## src/rtl/bp_me_pkg.sv

```systemverilog
// Shared definitions for the DMA wormhole network path.
//
// Contents:
//   DMA_CORD_WIDTH / DMA_LEN_WIDTH - default widths of the two header fields.
//       Header layout is flit[cord-1:0] = destination cord and
//       flit[cord +: len] = number of body flits that follow the header.
//       The L2E DMA encoder builds headers with the same layout.
//   arb_state_e - states of the wormhole arbiter.
//   ptr_width() - bits needed to index N requesters; never less than 1.
package bp_me_pkg;

    localparam int unsigned DMA_CORD_WIDTH = 7;
    localparam int unsigned DMA_LEN_WIDTH  = 4;

    typedef enum logic [1:0] {
        ARB_IDLE = 2'd0,
        ARB_HDR  = 2'd1,
        ARB_BODY = 2'd2
    } arb_state_e;

    function automatic int unsigned ptr_width(input int unsigned n);
        return (n > 1) ? $clog2(n) : 1;
    endfunction

endpackage

```

## src/rtl/bp_me_dma_rr_pick.sv

```systemverilog
// Combinational cyclic-priority picker.
//
// Returns the first requester with a valid request at or after ptr_i,
// wrapping around past the last requester.  It holds no state; the
// round-robin pointer is registered in the arbiter that uses it.
//
// Ports:
//   v_i       in  num_req_p  per-requester request
//   ptr_i     in  ptr width  requester with highest priority
//   sel_oh_o  out num_req_p  one-hot winner, 0 when nobody requests
//   sel_idx_o out ptr width  winner index, 0 when nobody requests
//   sel_v_o   out 1          some requester is asking
module bp_me_dma_rr_pick
    import bp_me_pkg::*;
#(
    parameter  int unsigned num_req_p = 2,
    localparam int unsigned ptr_w_lp  = ptr_width(num_req_p)
) (
    input  logic [num_req_p-1:0] v_i,
    input  logic [ptr_w_lp-1:0]  ptr_i,
    output logic [num_req_p-1:0] sel_oh_o,
    output logic [ptr_w_lp-1:0]  sel_idx_o,
    output logic                 sel_v_o
);

    logic [ptr_w_lp-1:0] cand;

    // Walk the requesters in priority order starting at the pointer.
    // The first requester found wins.
    always_comb begin
        sel_oh_o  = '0;
        sel_idx_o = '0;
        sel_v_o   = 1'b0;
        cand      = '0;
        for (int i = 0; i < int'(num_req_p); i++) begin
            cand = ptr_w_lp'((int'(ptr_i) + i) % int'(num_req_p));
            if (!sel_v_o && v_i[cand]) begin
                sel_v_o        = 1'b1;
                sel_idx_o      = cand;
                sel_oh_o[cand] = 1'b1;
            end
        end
    end

endmodule

```

## src/rtl/bp_me_dma_wormhole_arbiter.sv

```systemverilog
// Round-robin arbiter for wormhole packets.
//
// Several L2E DMA links share one outgoing DMA NoC ready/valid link.
// A requester keeps the grant from the cycle its header is first selected
// until its last body flit is accepted, so packets never interleave.
// Flits pass straight through without storage.
//
// Ports:
//   clk_i        in  1                       clock
//   reset_i      in  1                       asynchronous reset, active high
//   data_i       in  num_req_p*flit_width_p  one flit per requester
//   v_i          in  num_req_p               valid per requester
//   ready_and_o  out num_req_p               ready per requester; only the owner sees ready
//   data_o       out flit_width_p            flit from the selected requester
//   v_o          out 1                       valid on the shared link
//   ready_and_i  in  1                       ready from the shared link
//   grant_o      out num_req_p               one-hot owner, 0 when nobody is selected
//   busy_o       out 1                       a packet is locked (header waiting or body)
module bp_me_dma_wormhole_arbiter
    import bp_me_pkg::*;
#(
    parameter  int unsigned num_req_p    = 2,
    parameter  int unsigned flit_width_p = 64,
    parameter  int unsigned cord_width_p = DMA_CORD_WIDTH,
    parameter  int unsigned len_width_p  = DMA_LEN_WIDTH,
    localparam int unsigned ptr_w_lp     = ptr_width(num_req_p)
) (
    input  logic                              clk_i,
    input  logic                              reset_i,
    input  logic [num_req_p*flit_width_p-1:0] data_i,
    input  logic [num_req_p-1:0]              v_i,
    output logic [num_req_p-1:0]              ready_and_o,
    output logic [flit_width_p-1:0]           data_o,
    output logic                              v_o,
    input  logic                              ready_and_i,
    output logic [num_req_p-1:0]              grant_o,
    output logic                              busy_o
);

    arb_state_e             state_q, state_d;
    logic [ptr_w_lp-1:0]    rr_ptr_q, rr_ptr_d;
    logic [ptr_w_lp-1:0]    gnt_q, gnt_d;
    logic [len_width_p-1:0] count_q, count_d;

    logic [num_req_p-1:0]   pick_oh;
    logic [ptr_w_lp-1:0]    pick_idx;
    logic                   pick_v;
    logic [ptr_w_lp-1:0]    cur_idx;
    logic [len_width_p-1:0] hdr_len;
    logic                   handshake;

    function automatic logic [ptr_w_lp-1:0] next_ptr(input logic [ptr_w_lp-1:0] p);
        return (p == ptr_w_lp'(num_req_p - 1)) ? '0 : p + 1'b1;
    endfunction

    bp_me_dma_rr_pick #(
        .num_req_p (num_req_p)
    ) u_pick (
        .v_i       (v_i),
        .ptr_i     (rr_ptr_q),
        .sel_oh_o  (pick_oh),
        .sel_idx_o (pick_idx),
        .sel_v_o   (pick_v)
    );

    // State register.
    always_ff @(posedge clk_i or posedge reset_i) begin
        if (reset_i) begin
            state_q  <= ARB_IDLE;
            rr_ptr_q <= '0;
            gnt_q    <= '0;
            count_q  <= '0;
        end else begin
            state_q  <= state_d;
            rr_ptr_q <= rr_ptr_d;
            gnt_q    <= gnt_d;
            count_q  <= count_d;
        end
    end

    // Output mux.  While idle, the picker chooses the owner on the fly.
    // Once locked, only the registered owner is visible.  The outputs are
    // gated with reset_i because in IDLE, v_o would otherwise follow v_i.
    always_comb begin
        cur_idx = gnt_q;
        grant_o = '0;
        v_o     = 1'b0;
        if (state_q == ARB_IDLE) begin
            cur_idx = pick_idx;
            grant_o = pick_oh;
            v_o     = pick_v;
        end else begin
            grant_o[gnt_q] = 1'b1;
            v_o            = v_i[gnt_q];
        end
        busy_o = (state_q != ARB_IDLE);
        if (reset_i) begin
            grant_o = '0;
            v_o     = 1'b0;
            busy_o  = 1'b0;
        end
        data_o      = data_i[cur_idx*flit_width_p +: flit_width_p];
        ready_and_o = grant_o & {num_req_p{ready_and_i}};
    end

    assign handshake = v_o & ready_and_i;
    assign hdr_len   = data_o[cord_width_p +: len_width_p];

    // Next-state logic.  The pointer moves only when a packet completes.
    // A header that is not accepted freezes the grant in HDR, so a later
    // request from a higher-priority requester cannot take the link.
    always_comb begin
        state_d  = state_q;
        rr_ptr_d = rr_ptr_q;
        gnt_d    = gnt_q;
        count_d  = count_q;
        unique case (state_q)
            ARB_IDLE: begin
                if (pick_v) begin
                    if (!handshake) begin
                        state_d = ARB_HDR;
                        gnt_d   = pick_idx;
                    end else if (hdr_len == '0) begin
                        rr_ptr_d = next_ptr(pick_idx);
                    end else begin
                        state_d = ARB_BODY;
                        gnt_d   = pick_idx;
                        count_d = hdr_len;
                    end
                end
            end
            ARB_HDR: begin
                if (handshake) begin
                    if (hdr_len == '0) begin
                        state_d  = ARB_IDLE;
                        rr_ptr_d = next_ptr(gnt_q);
                    end else begin
                        state_d = ARB_BODY;
                        count_d = hdr_len;
                    end
                end
            end
            ARB_BODY: begin
                if (handshake) begin
                    if (count_q == len_width_p'(1)) begin
                        state_d  = ARB_IDLE;
                        rr_ptr_d = next_ptr(gnt_q);
                    end else begin
                        count_d = count_q - 1'b1;
                    end
                end
            end
            default: state_d = ARB_IDLE;
        endcase
    end

endmodule
```

## config.mk

```make
export PLATFORM = sky130hd
export DESIGN_NAME = bp_me_dma_wormhole_arbiter
export DESIGN_NICKNAME = d
export VERILOG_FILES = /design/src/rtl/bp_me_pkg.sv /design/src/rtl/bp_me_dma_rr_pick.sv /design/src/rtl/bp_me_dma_wormhole_arbiter.sv
export SDC_FILE = /design/constraint.sdc
export NUM_CORES = 1
export LEC_CHECK = 0
export ABC_AREA = 1
export CORE_MARGIN = 2
export CORE_UTILIZATION = 27
export DETAILED_ROUTE_END_ITERATION = 16
export PLACE_DENSITY = 0.82
export SLEW_MARGIN = 30
export SYNTH_ARGS = -nofsm -noshare
export SYNTH_HDL_FRONTEND = slang
export SYNTH_SLANG_ARGS = --single-unit
```

## constraint.sdc

```tcl
create_clock -name clk_i -period 2.49 [get_ports clk_i]
set_input_delay 0.498 -clock clk_i [delete_from_list [all_inputs] [get_ports clk_i]]
set_output_delay 0.498 -clock clk_i [all_outputs]
set_load 0.1 [all_outputs]
```

-- After elaboration in Yosys (flattened, before gate mapping)
Cells that the tools add are included.
- add/subtract/negate cells: 4
- order comparisons: 6
- equal/unequal tests: 13
- shift operators: 1
- multiplexer cells: 50
- bitwise gates (word level): 3
- reduce and logical (&&, ||, !) cells: 13
- operator list (kind ; number):
    128-bit by 8-bit indexed part select with 64-bit output ; 1
    1-bit two-way mux ; 28
    2-bit two-way mux ; 11
    4-bit two-way mux ; 5
    2-bit inequality test (second input constant) ; 8
    4-bit case mux with 3 select lines ; 1
    8-bit AND reduction ; 1
    1-bit by 2-bit < comparator with 1-bit output (second input constant) ; 3
    2-bit case mux with 3 select lines ; 1
    5-bit AND reduction ; 1
    4-bit by 1-bit equality test with 1-bit output (second input constant) ; 1
    1-bit logical AND ; 4
    4-bit zero test ; 1
    4-bit AND reduction ; 1
    4-bit by 1-bit subtractor with 4-bit output (second input constant) ; 1
    1-bit adder (second input constant) ; 3
    1-bit demux with 1-bit select ; 3
    1-bit >= comparator (second input constant) ; 3
    3-bit inequality test (second input constant) ; 1
    1-bit case mux with 3 select lines ; 1
    3-bit AND reduction ; 1
    3-bit nonzero test ; 1
    2-bit AND ; 1
    2-bit by 1-bit equality test with 1-bit output (second input constant) ; 1
    other kinds (7) ; 7
- register bits: 8
- bits of input ports: 133

-- Depth between registers and ports, before layout
Gate-level depths: netlist (run 1).
- word-level depth: 13
- depth in mapped cells: 16
- mapped depth without buffers: 15

-- Modules after synthesis
Synthesis (run 1) repeated with hierarchy kept, for this count alone.
- cell total of the unflattened synthesis: 205
- area total of the unflattened synthesis: 1632.8 um2
- modules (own cells, without submodules) (module ; times used ; cells an instance ; area an instance (um2) ; sequential area each (um2)):
    bp_me_dma_wormhole_arbiter ; 1 ; 191 ; 1577.8 ; 200.2
    bp_me_dma_rr_pick ; 1 ; 14 ; 55.1 ; 0.0

-- Least setup slack after synthesis (run 1)
Ideal clock, no wire load.
- path type: reg2out
- start: register state_q[0]
- end: output port ready_and_o[0]
- arrival time: 3342 ps
- required time: 1992 ps
- slack: -1350 ps
- stages on the path, launching flop included: 8
- buffers on the path: 1
- path through: dfrtp_1 -> inv_1 -> ha_1 -> buf_4 -> nor2_1 -> inv_1 -> a21oi_1 -> and2_1
- longest elaborated chain between the ends: 4
- ends and longest elaborated chain (what ; line ; source):
    start, declared ; bp_me_dma_wormhole_arbiter.sv:40 ; arb_state_e state_q, state_d;
    start signal, assigned ; bp_me_dma_wormhole_arbiter.sv:74 ; state_q <= state_d;
    2-bit zero test ; bp_me_dma_wormhole_arbiter.sv:88 ; if (state_q == ARB_IDLE) begin
    2-bit two-way mux ; bp_me_dma_wormhole_arbiter.sv:88 ;
    2-bit two-way mux ; bp_me_dma_wormhole_arbiter.sv:97 ; if (reset_i) begin
    via grant_o[0] ; bp_me_dma_wormhole_arbiter.sv:36 ; output logic [num_req_p-1:0] grant_o,
    2-bit AND ; bp_me_dma_wormhole_arbiter.sv:103 ; ready_and_o = grant_o & {num_req_p{ready_and_i}};
    end, declared ; bp_me_dma_wormhole_arbiter.sv:32 ; output logic [num_req_p-1:0] ready_and_o,
The timed path passes the listed nets, and every way through them passes these cells.

-- Final worst setup path (run 1)
- start: input port v_i[1]
- end: output port data_o[59]
- longest elaborated chain between the ends: 8
- elaborated cells on any way between the ends: 11
- ends and longest elaborated chain (what ; line ; source):
    start, declared ; bp_me_dma_wormhole_arbiter.sv:31 ; input logic [num_req_p-1:0] v_i,
    1-bit two-way mux (implied by the code) (2 in a row) ; bp_me_dma_rr_pick.sv:37 ; if (!sel_v_o && v_i[cand]) begin
    1-bit two-way mux ; bp_me_dma_rr_pick.sv:37 ;
    1-bit zero test ; bp_me_dma_rr_pick.sv:37 ;
    1-bit logical AND ; bp_me_dma_rr_pick.sv:37 ;
    1-bit two-way mux * ; bp_me_dma_rr_pick.sv:37 ;
    1-bit two-way mux * ; bp_me_dma_wormhole_arbiter.sv:88 ;
    128-bit by 8-bit indexed part select with 64-bit output * ; bp_me_dma_wormhole_arbiter.sv:102 ; data_o = data_i[cur_idx*flit_width_p +: flit_width_p];
    end, declared ; bp_me_dma_wormhole_arbiter.sv:33 ; output logic [flit_width_p-1:0] data_o,
Mark *: on every way between the ends. The rest lies on a longest branch, timed or not. The select of a mux whose other input is x is not followed.

==> results.md, run 1 <==
- Vias in the first global route: ~2800
- Largest net degree at the start of global routing: 61
- Hpwl dp: 8.14 mm
- Final Hold Vio Count: 0
- P&R area growth vs syn: 191%
- Vias: between 2000 and 3000
- HP Start: count_q[1]
- Synth cell count leaders: nand2_1 (215), nand3_1 (12), nor2_1 (11)
- Final nets: about 660
- Worst setup skew after layout: 0.00119 ns
- Number of library cell types mapped by synthesis: 31
- Sequential cell area: ~200 µm²
- Clock sinks: 8
- Die H: 81.5 µm
- R2R Path Start: state_q[1]
- Cell taking the most area after synthesis: nand2_1
- PortBufs: ~200
- Min-Delay Path Class: reg2reg
- Fmax: about 410 MHz
- Max_cap viols: 0
- Period utilization: 0.972
- Clock Latency Late Sink: 0.23 ns
- Place WS: about 0.041 ns
- CP Buf/Inv Count: 3
- Final wirelength: around 9.8 mm
- Req. time, crit path: a little under 2 ns
- Max incr delay on CP: 0.54 ns
- Fin Setup TNS: 0 ns
- Clk buf depth: 2
- Ranking of synthesized cells by area: nand2_1 (50%), dfrtp_1 (12%), nand2_4 (6.2%)
- Die width: 81.5 µm
- Initial core utilization: 0.277
- Final setup viols: 0
- First-pass GRT wire length: ~14 mm
- CP max-delay cell: clkdlybuf4s50_1
- Initial antenna violation count: 0
- Fillers: between 300 and 400
- Clk slew on worst S/H paths: approximately 0.040 ns
- Ports: between 200 and 250
- Crit start category: input pin
- Total GRT Usage: 0.286
- Max H-tree Level: 1
- Yosys warning total: 0
- Avg Inst Size Synth: between 5 and 6 µm²
- Final worst path period need: between 2 and 2.5 ns
- FFs w/ async S/R, synth: 1.00
- Root Driver: clkbuf_8
- Rel. slew slack: 0.751
- CTS Buf Count: 3
- EDFF count, synth: 0
- Kind of critical path: in2out
- Multi-input logic area: about 0.0015 mm²
- Seq/Total Area, Yosys: 0.123
- Data arrival, critical path: roughly 1.9 ns
- FP Rows: 28
- Top delay family on crit path: buffers and inverters
- Aggregate global routing overflow: 0
- Setup crit start: v_i[1]
- Worst-path cell chain: clkdlybuf4s50_1 > nand3_4 > nand2_4 > buf_16 > nand2_1 > nand2_2 > buf_12
- Drt pass-1 iters: 4
- #FFs+latches synth: 8
- Status: completed
- Synth Flop Type: dfrtp_1
- DRC: 0
- Area share of the largest cell type after synthesis: 0.497
- Mapped Area: around 0.0016 mm²
- Slew Viols, Final: 0
- Worst Tran Pin Value: between 0.3 and 0.4 ns
- Avg WL per Cell: roughly 16 µm
- Die Area: about 0.0066 mm²
- Syn nets: 459
- Final worst slack: roughly 0.07 ns
- RSZ-0062 raised after global routing: yes
- Vias/cell: around 4.7
- Antenna Nets Post-Route: 0
- Gp weighted congestion: roughly 0.88
- Drt first-iter violations: roughly 120
- CTS tree: built
- Share of cells above drive strength 1: 0.341
- Core region area: between 0.005 and 0.006 mm²
- Critical path peak fanout: 60
- Top-count cell post-synth: nand2_1
- Inserted Diodes: 0
- Nature of the critical path endpoint: output port
- Synth Instances: 320
## worst reg2reg max path, cell delays in order (launching register included)
cell and delay (ns):
dfrtp_1 0.41, inv_1 0.12, ha_4 0.20, inv_2 0.07, nand2_4 0.10, nand2_4 0.09
buf_4 0.18, nand2_1 0.07, nand2_1 0.11, buf_4 0.17, nor2_4 0.14, nand2_4 0.07
nand2_2 0.07, nand2_4 0.07, nand2_4 0.08, nand2_1 0.06, nand2_1 0.07
## registers in the layout (all words and copies together) (netlist names)
name,flops
gnt_q,1
state_q,2
rr_ptr_q,1
count_q,4
## cells by family (layout without fill, tap and decap cells)
| group | count (synthesis) | count (layout) | synth area share |
|---|---|---|---|
| DFF | 8 | 8 | 0.123 |
| xor gates and xnor gates | 1 | 1 | 0.00540 |
| AOI/OAI and AO/OA | 12 | 12 | 0.0409 |
| adders and majority gates | 6 | 6 | 0.0463 |
| muxes | 1 | 1 | 0.00694 |
| buffers and inverters | 29 | 231 | 0.0756 |
| and+or+nand+nor | 263 | 263 | 0.702 |
## layout by cell type (no fill, tap or decap), drive strengths merged, types with 3 or more instances in the layout
cell           Yosys  routed
buf                5      82
nand3             14      14
nor2              15      15
ha                 6       6
a21oi              4       4
dfrtp              8       8
o21ai              7       7
clkbuf            10       3
clkdlybuf4s50      0     132
inv               13      13
nand2            229     229
## stage by stage
step	std cells	utilization	hold slack (ns)	instance area, µm²
5_1_grt	597	0.808	0.550	4730
3_3_place_gp	594	0.796	0.484	4650
3_5_place_dp	594	0.796	0.518	4650
2_1_floorplan	320	-	0.343	1790
4_1_cts	597	0.803	0.527	4700
6_report	597	0.808	0.537	4730
## area by class of cell
| cell class | instances | area share |
|---|---|---|
| Timing Repair Buffer | 214 | 0.603 |
| Sequential cell | 8 | 0.0423 |
| Clock buffer | 3 | 0.00873 |
| Multi-Input combinational cell | 283 | 0.314 |
| Tap cell | 75 | 0.0198 |
| Inverter | 14 | 0.0119 |
## worst paths after layout
kind / end / slack (ns) / depth (start not counted)
max in group asynchronous: count_q[0] / 1.52 / 3
min in group asynchronous: gnt_q / 0.84 / 3
min: count_q[1] / 0.54 / 2
min reg2reg: count_q[1] / 0.54 / 2
max: data_o[59] / 0.07 / 7
max reg2reg: count_q[3] / 0.36 / 16
## repair_timing
| item | 4_1_cts | 5_1_grt |
|---|---|---|
| setup endpoints to repair | 56 | 61 |
| buffers inserted | 0 | 0 |
| pin swaps | 0 | 1 |
| hold buffers | 0 | 0 |
| resized for setup | 1 | 7 |
## metal layers
| metal | wire (µm) | up-vias | GRT usage |
|---|---|---|---|
| met4 | 437 | 0 | 0.125 |
| met2 | 5110 | 135 | 0.550 |
| met5 | 0 | - | 0 |
| li1 | - | 1369 | - |
| met1 | 3360 | 1242 | 0.286 |
| met3 | 882 | 32 | 0.0725 |
Power of run 1 is not shown: default switching activity piles up to over one toggle a cycle in this logic, so the estimate is an artifact.
==> run 2, diff against run 1 <==
--- a/config.mk
+++ b/config.mk
@@ -6,10 +6,12 @@
 export NUM_CORES = 1
 export LEC_CHECK = 0
 export ABC_AREA = 1
+export CAP_MARGIN = 20
 export CORE_MARGIN = 2
 export CORE_UTILIZATION = 27
+export CTS_CLUSTER_DIAMETER = 50
 export DETAILED_ROUTE_END_ITERATION = 16
-export PLACE_DENSITY = 0.82
+export PLACE_DENSITY = 0.83
 export SLEW_MARGIN = 30
 export SYNTH_ARGS = -nofsm -noshare
 export SYNTH_HDL_FRONTEND = slang
==> results.md, run 2 (same netlist as run 1, synthesis figures left out) <==
- Drt pass-1 iters: 4 (unchanged)
- PortBufs: 202 (unchanged)
- Max H-tree Level: 1 (unchanged)
- Hpwl dp: 8.07 mm (-0.86%)
- Post CTS Setup Buffer Count: 0 (unchanged)
- Clk buf depth: 2 (unchanged)
- Initial core utilization: 0.277 (unchanged)
- Fmax: 402 MHz (-2.7%)
- P&R area growth vs syn: 190%
- Critical path peak fanout: 44 (-27%)
- FP Rows: 28 (unchanged)
- Total GRT Usage: 0.276 (-0.00994)
- Gp weighted congestion: 0.870 (-1.6%)
- Initial antenna violation count: 0 (unchanged)
- Vias in the first global route: 2730 (-3.9%)
- Die width: 81.5 µm (unchanged)
- Period utilization: 0.999 (+0.0274)
- Share of cells above drive strength 1: 0.337 (-0.00446)
- Vias: 2737 (-1.5%)
- Clock sinks: 8 (unchanged)
- Final Hold Vio Count: 0 (unchanged)
- RSZ-0062 raised after global routing: yes
- Status: completed
- Ports: 203 (unchanged)
- Place WS: -0.00103 ns (-0.0425 ns)
- CTS Buf Count: 3 (unchanged)
- Die H: 81.5 µm (unchanged)
- Most common cell after layout, fill and taps aside: nand2_1
- Clk slew on worst S/H paths: 0.04 ns (about the same)
- CTS tree: built
- Crit start category: input pin
- Avg WL per Cell: 16.1 µm (-1.7%)
- Nature of the critical path endpoint: output port
- Worst Tran Pin Value: 0.337 ns (-0.0368 ns)
- Kind of critical path: in2out
- Final Core Density: 0.805 (-0.00342)
- Final nets: 661 (-0.30%)
- Fin Setup TNS: 0 ns (unchanged)
- Slew Viols, Final: 0 (unchanged)
- Max_cap viols: 0 (unchanged)
- Root Driver: clkbuf_8
- Die Area: 0.00665 mm² (unchanged)
- Final setup viols: 0 (unchanged)
- Final wirelength: 9.59 mm (-2.0%)
- DRC: 0 (unchanged)
- Biggest register: count_q
- Clock Latency Late Sink: 0.23 ns (about the same)
- Most frequent cells in the layout: nand2_1 (153), clkdlybuf4s50_1 (132), buf_12 (71), nand2_2 (67), nand3_1 (12)
- Data arrival, critical path: 1.99 ns (+0.07 ns)
- Inserted Diodes: 0 (unchanged)
- Vias/cell: 4.60 (-1.1%)
- Worst setup skew after layout: 0.00309 ns (+0.00190 ns)
- Rel. slew slack: 0.775 (+0.0245)
- Largest registers: count_q: 4 flops, state_q: 2 flops
- Max reg flops: 4 (unchanged)
- Req. time, crit path: 1.99 ns (about the same)
- Aggregate global routing overflow: 0 (unchanged)
- Final worst path period need: 2.49 ns (+0.0683 ns)
- Min-Delay Path Class: reg2reg
- Drt first-iter violations: 124 (+2.5%)
- Final worst slack: 0.00163 ns (-0.0683 ns)
- Fin Hold WS: 0.525 ns (-0.0118 ns)
- Largest net degree at the start of global routing: 66 (+8.2%)
- Core region area: 0.00585 mm² (unchanged)
- Antenna Nets Post-Route: 0 (unchanged)
- First-pass GRT wire length: 13.8 mm (-4.4%)
[run 2: cell count changes in the layout (fill, tap and decap cells not counted), sizes merged]
cell,change
buf,-2
clkinv,+1
clkinvlp,-1
[run 2: worst paths after layout]
check,slack (ns),to,cells past startpoint,from
setup / recovery,0.002,data_o[14],9,v_i[0]
hold / removal,0.52,count_q[1],2,count_q[1]
setup reg to reg,0.35,count_q[3],16,state_q[0]
hold reg to reg,0.52,count_q[1],2,count_q[1]
max in group asynchronous,1.51,count_q[2],3,reset_i
min in group asynchronous,0.84,rr_ptr_q,3,reset_i
[run 2: layer usage]
metal,share of wire,vias up,global-route usage
li1,-,1365,-
met1,0.32,1220,0.259
met2,0.54,121,0.550
met3,0.088,31,0.0659
met4,0.047,0,0.132
met5,0,-,0
[run 2: final cells by class]
cell class,count,area (µm²)
clock buffer,3,41.3
fill,392,1140
inverter,14,52.6
multi-input combinational,283,1490
sequential,8,200
tap,75,93.8
timing repair buffer,212,2830
[run 2: what timing repair did]
action                                  in CTS  in global routing
hold buffers                                 0                  0
endpoints found under the setup margin      63                 63
resized for setup                            2                  4
[run 2: through the flow]
step,cell area [µm²],std cells
CTS,4690,595
floorplan,1790,320
detailed placement,4640,592
global placement,4640,592
global route,4710,595
finish,4710,595
[run 2: critical path: stages]
cell and delay [ns]:
clkdlybuf4s50_1 0.51, nand2_2 0.10, nand3_4 0.08, nand2_4 0.07, clkinv_1 0.10, buf_12 0.22
nand2_1 0.13, nand2_2 0.10, buf_12 0.17
Power of run 2 is left out for the same reason.
==> run 3, diff against run 2 <==
--- a/config.mk
+++ b/config.mk
@@ -11,6 +11,7 @@
 export CORE_UTILIZATION = 27
 export CTS_CLUSTER_DIAMETER = 50
 export DETAILED_ROUTE_END_ITERATION = 16
+export GPL_TIMING_DRIVEN = 0
 export PLACE_DENSITY = 0.83
 export SLEW_MARGIN = 30
 export SYNTH_ARGS = -nofsm -noshare
==> results.md, run 3 (same netlist as run 1, synthesis figures left out) <==
- PortBufs: 202 (unchanged)
- Non-filler cells, final: 613 (+3.0%)
- Largest net degree at the start of global routing: 11 (-83%)
- Final nets: 679 (+2.7%)
- Hpwl dp: 7.45 mm (-7.6%)
- FP Rows: 28 (unchanged)
- Data arrival, critical path: 1.93 ns (-0.06 ns)
- Aggregate global routing overflow: 0 (unchanged)
- Fillers: 406 (+3.6%)
- Worst Tran Pin Value: 0.547 ns (+0.210 ns)
- Rel. slew slack: 0.637 (-0.138)
- Min-Delay Path Class: reg2reg
- Most frequent cells in the layout: nand2_1 (155), clkdlybuf4s50_1 (130), nand2_2 (65), buf_8 (27), buf_12 (24)
- Post-CTS Hold Fix Bufs: 0 (unchanged)
- Avg WL per Cell: 16.0 µm (-0.64%)
- Fin Hold WS: 0.502 ns (-0.0229 ns)
- Slew Viols, Final: 0 (unchanged)
- First-pass GRT wire length: 14.0 mm (+1.2%)
- Clock Latency Late Sink: 0.23 ns (about the same)
- Clk slew on worst S/H paths: 0.04 ns (about the same)
- Drt first-iter violations: 65 (-48%)
- Placed instance count: 597 (+0.84%)
- Multi-input logic area: 0.00148 mm² (-0.42%)
- RSZ-0062 raised after global routing: yes
- Kind of critical path: reg2out
- Sequential cell area: 200 µm² (unchanged)
- Final setup viols: 0 (unchanged)
- DRC: 0 (unchanged)
- Crit start category: flop
- Clock sinks: 8 (unchanged)
- CTS tree: built
- Fmax: 411 MHz (+2.3%)
- Status: completed
- Period utilization: 0.977 (-0.0224)
- Vias in the first global route: 2890 (+5.9%)
- Die Area: 0.00665 mm² (unchanged)
- Share of cells above drive strength 1: 0.361 (+0.0241)
- Root Driver: clkbuf_8
- Most common cell after layout, fill and taps aside: nand2_1
- Vias: 2855 (+4.3%)
- Final Cell Area: 0.00454 mm² (-3.6%)
- Drt pass-1 iters: 4 (unchanged)
- Vias/cell: 4.66 (+1.2%)
- Max_cap viols: 0 (unchanged)
- Post-DP Area: 0.00391 mm² (-16%)
- Worst setup skew after layout: 0.00213 ns (-0.000964 ns)
- Initial core utilization: 0.277 (unchanged)
- Critical path peak fanout: 10 (-77%)
- Die H: 81.5 µm (unchanged)
- Biggest register: count_q
- Inserted Diodes: 0 (unchanged)
- Req. time, crit path: 1.99 ns (about the same)
- Max reg flops: 4 (unchanged)
- Final Hold Vio Count: 0 (unchanged)
- Final worst path period need: 2.43 ns (-0.0557 ns)
- Ports: 203 (unchanged)
- Largest registers: count_q: 4 flops, state_q: 2 flops
- P&R area growth vs syn: 180%
- Fin Setup TNS: 0 ns (unchanged)
- Die width: 81.5 µm (unchanged)
- Initial antenna violation count: 0 (unchanged)
- Total GRT Usage: 0.273 (-0.00242)
- Max H-tree Level: 1 (unchanged)
- Nature of the critical path endpoint: output port
- CTS Buf Count: 3 (unchanged)
- Final wirelength: 9.82 mm (+2.4%)
- Gp weighted congestion: 0.774 (-11%)
- Core region area: 0.00585 mm² (unchanged)
- Clk buf depth: 2 (unchanged)
- Antenna Nets Post-Route: 0 (unchanged)
==> run 3: cell count changes in the layout (fill, tap and decap cells not counted), sizes merged <==
cell           delta
buf               +9
clkbuf            +8
clkdlybuf4s15     +1
clkdlybuf4s50     -2
clkinvlp          +1
dlygate4sd2       +2
inv               -1
==> run 3: final timing paths <==
check	startpoint	to	slack, ns	cells after the start
max	state_q[0]	data_o[15]	0.06	12
min	count_q[1]	count_q[1]	0.50	2
max reg2reg	state_q[0]	rr_ptr_q	0.50	17
min reg2reg	count_q[1]	count_q[1]	0.50	2
max in group asynchronous	reset_i	count_q[2]	1.55	3
min in group asynchronous	reset_i	gnt_q	0.82	3
==> run 3: timing repair <==
item	in CTS	in global routing
gates cloned	1	0
pin swaps	3	1
buffers inserted	9	3
endpoints found under the setup margin	70	66
gates resized for setup	527	75
==> run 3: per-layer routing <==
metal / global-route usage / part of all wire / up-vias
met5: 0 / 0 / -
met4: 0.114 / 0.031 / 0
met3: 0.0593 / 0.082 / 22
met2: 0.530 / 0.53 / 124
met1: 0.279 / 0.35 / 1302
li1: - / - / 1407
==> run 3: through the flow <==
step                      setup slack [ns]  utilization
after floorplan                     -0.123            -
after global placement               -1.41        0.668
after detailed placement             -1.45        0.668
after CTS                         0.000184        0.731
after global routing               -0.0139        0.776
final                               0.0574        0.776
==> run 3: final cells by class <==
| cell class | count | area share |
|---|---|---|
| Buffer | 15 | 0.0378 |
| Sequential cell | 8 | 0.0441 |
| Inverter | 14 | 0.0152 |
| Timing Repair Buffer | 215 | 0.547 |
| Clock buffer | 3 | 0.00909 |
| Multi-Input combinational cell | 283 | 0.326 |
| Tap cell | 75 | 0.0207 |
==> run 3: critical path, cell delays in order (launching register included) <==
cell,delay (ns)
dfrtp_1,0.39
inv_2,0.07
ha_2,0.18
buf_6,0.12
inv_2,0.05
nand2_4,0.09
nand2_8,0.08
buf_16,0.15
clkinv_8,0.07
clkbuf_16,0.15
nand2_1,0.07
nand2_2,0.06
buf_6,0.22
Power of run 3 is left out for the same reason.
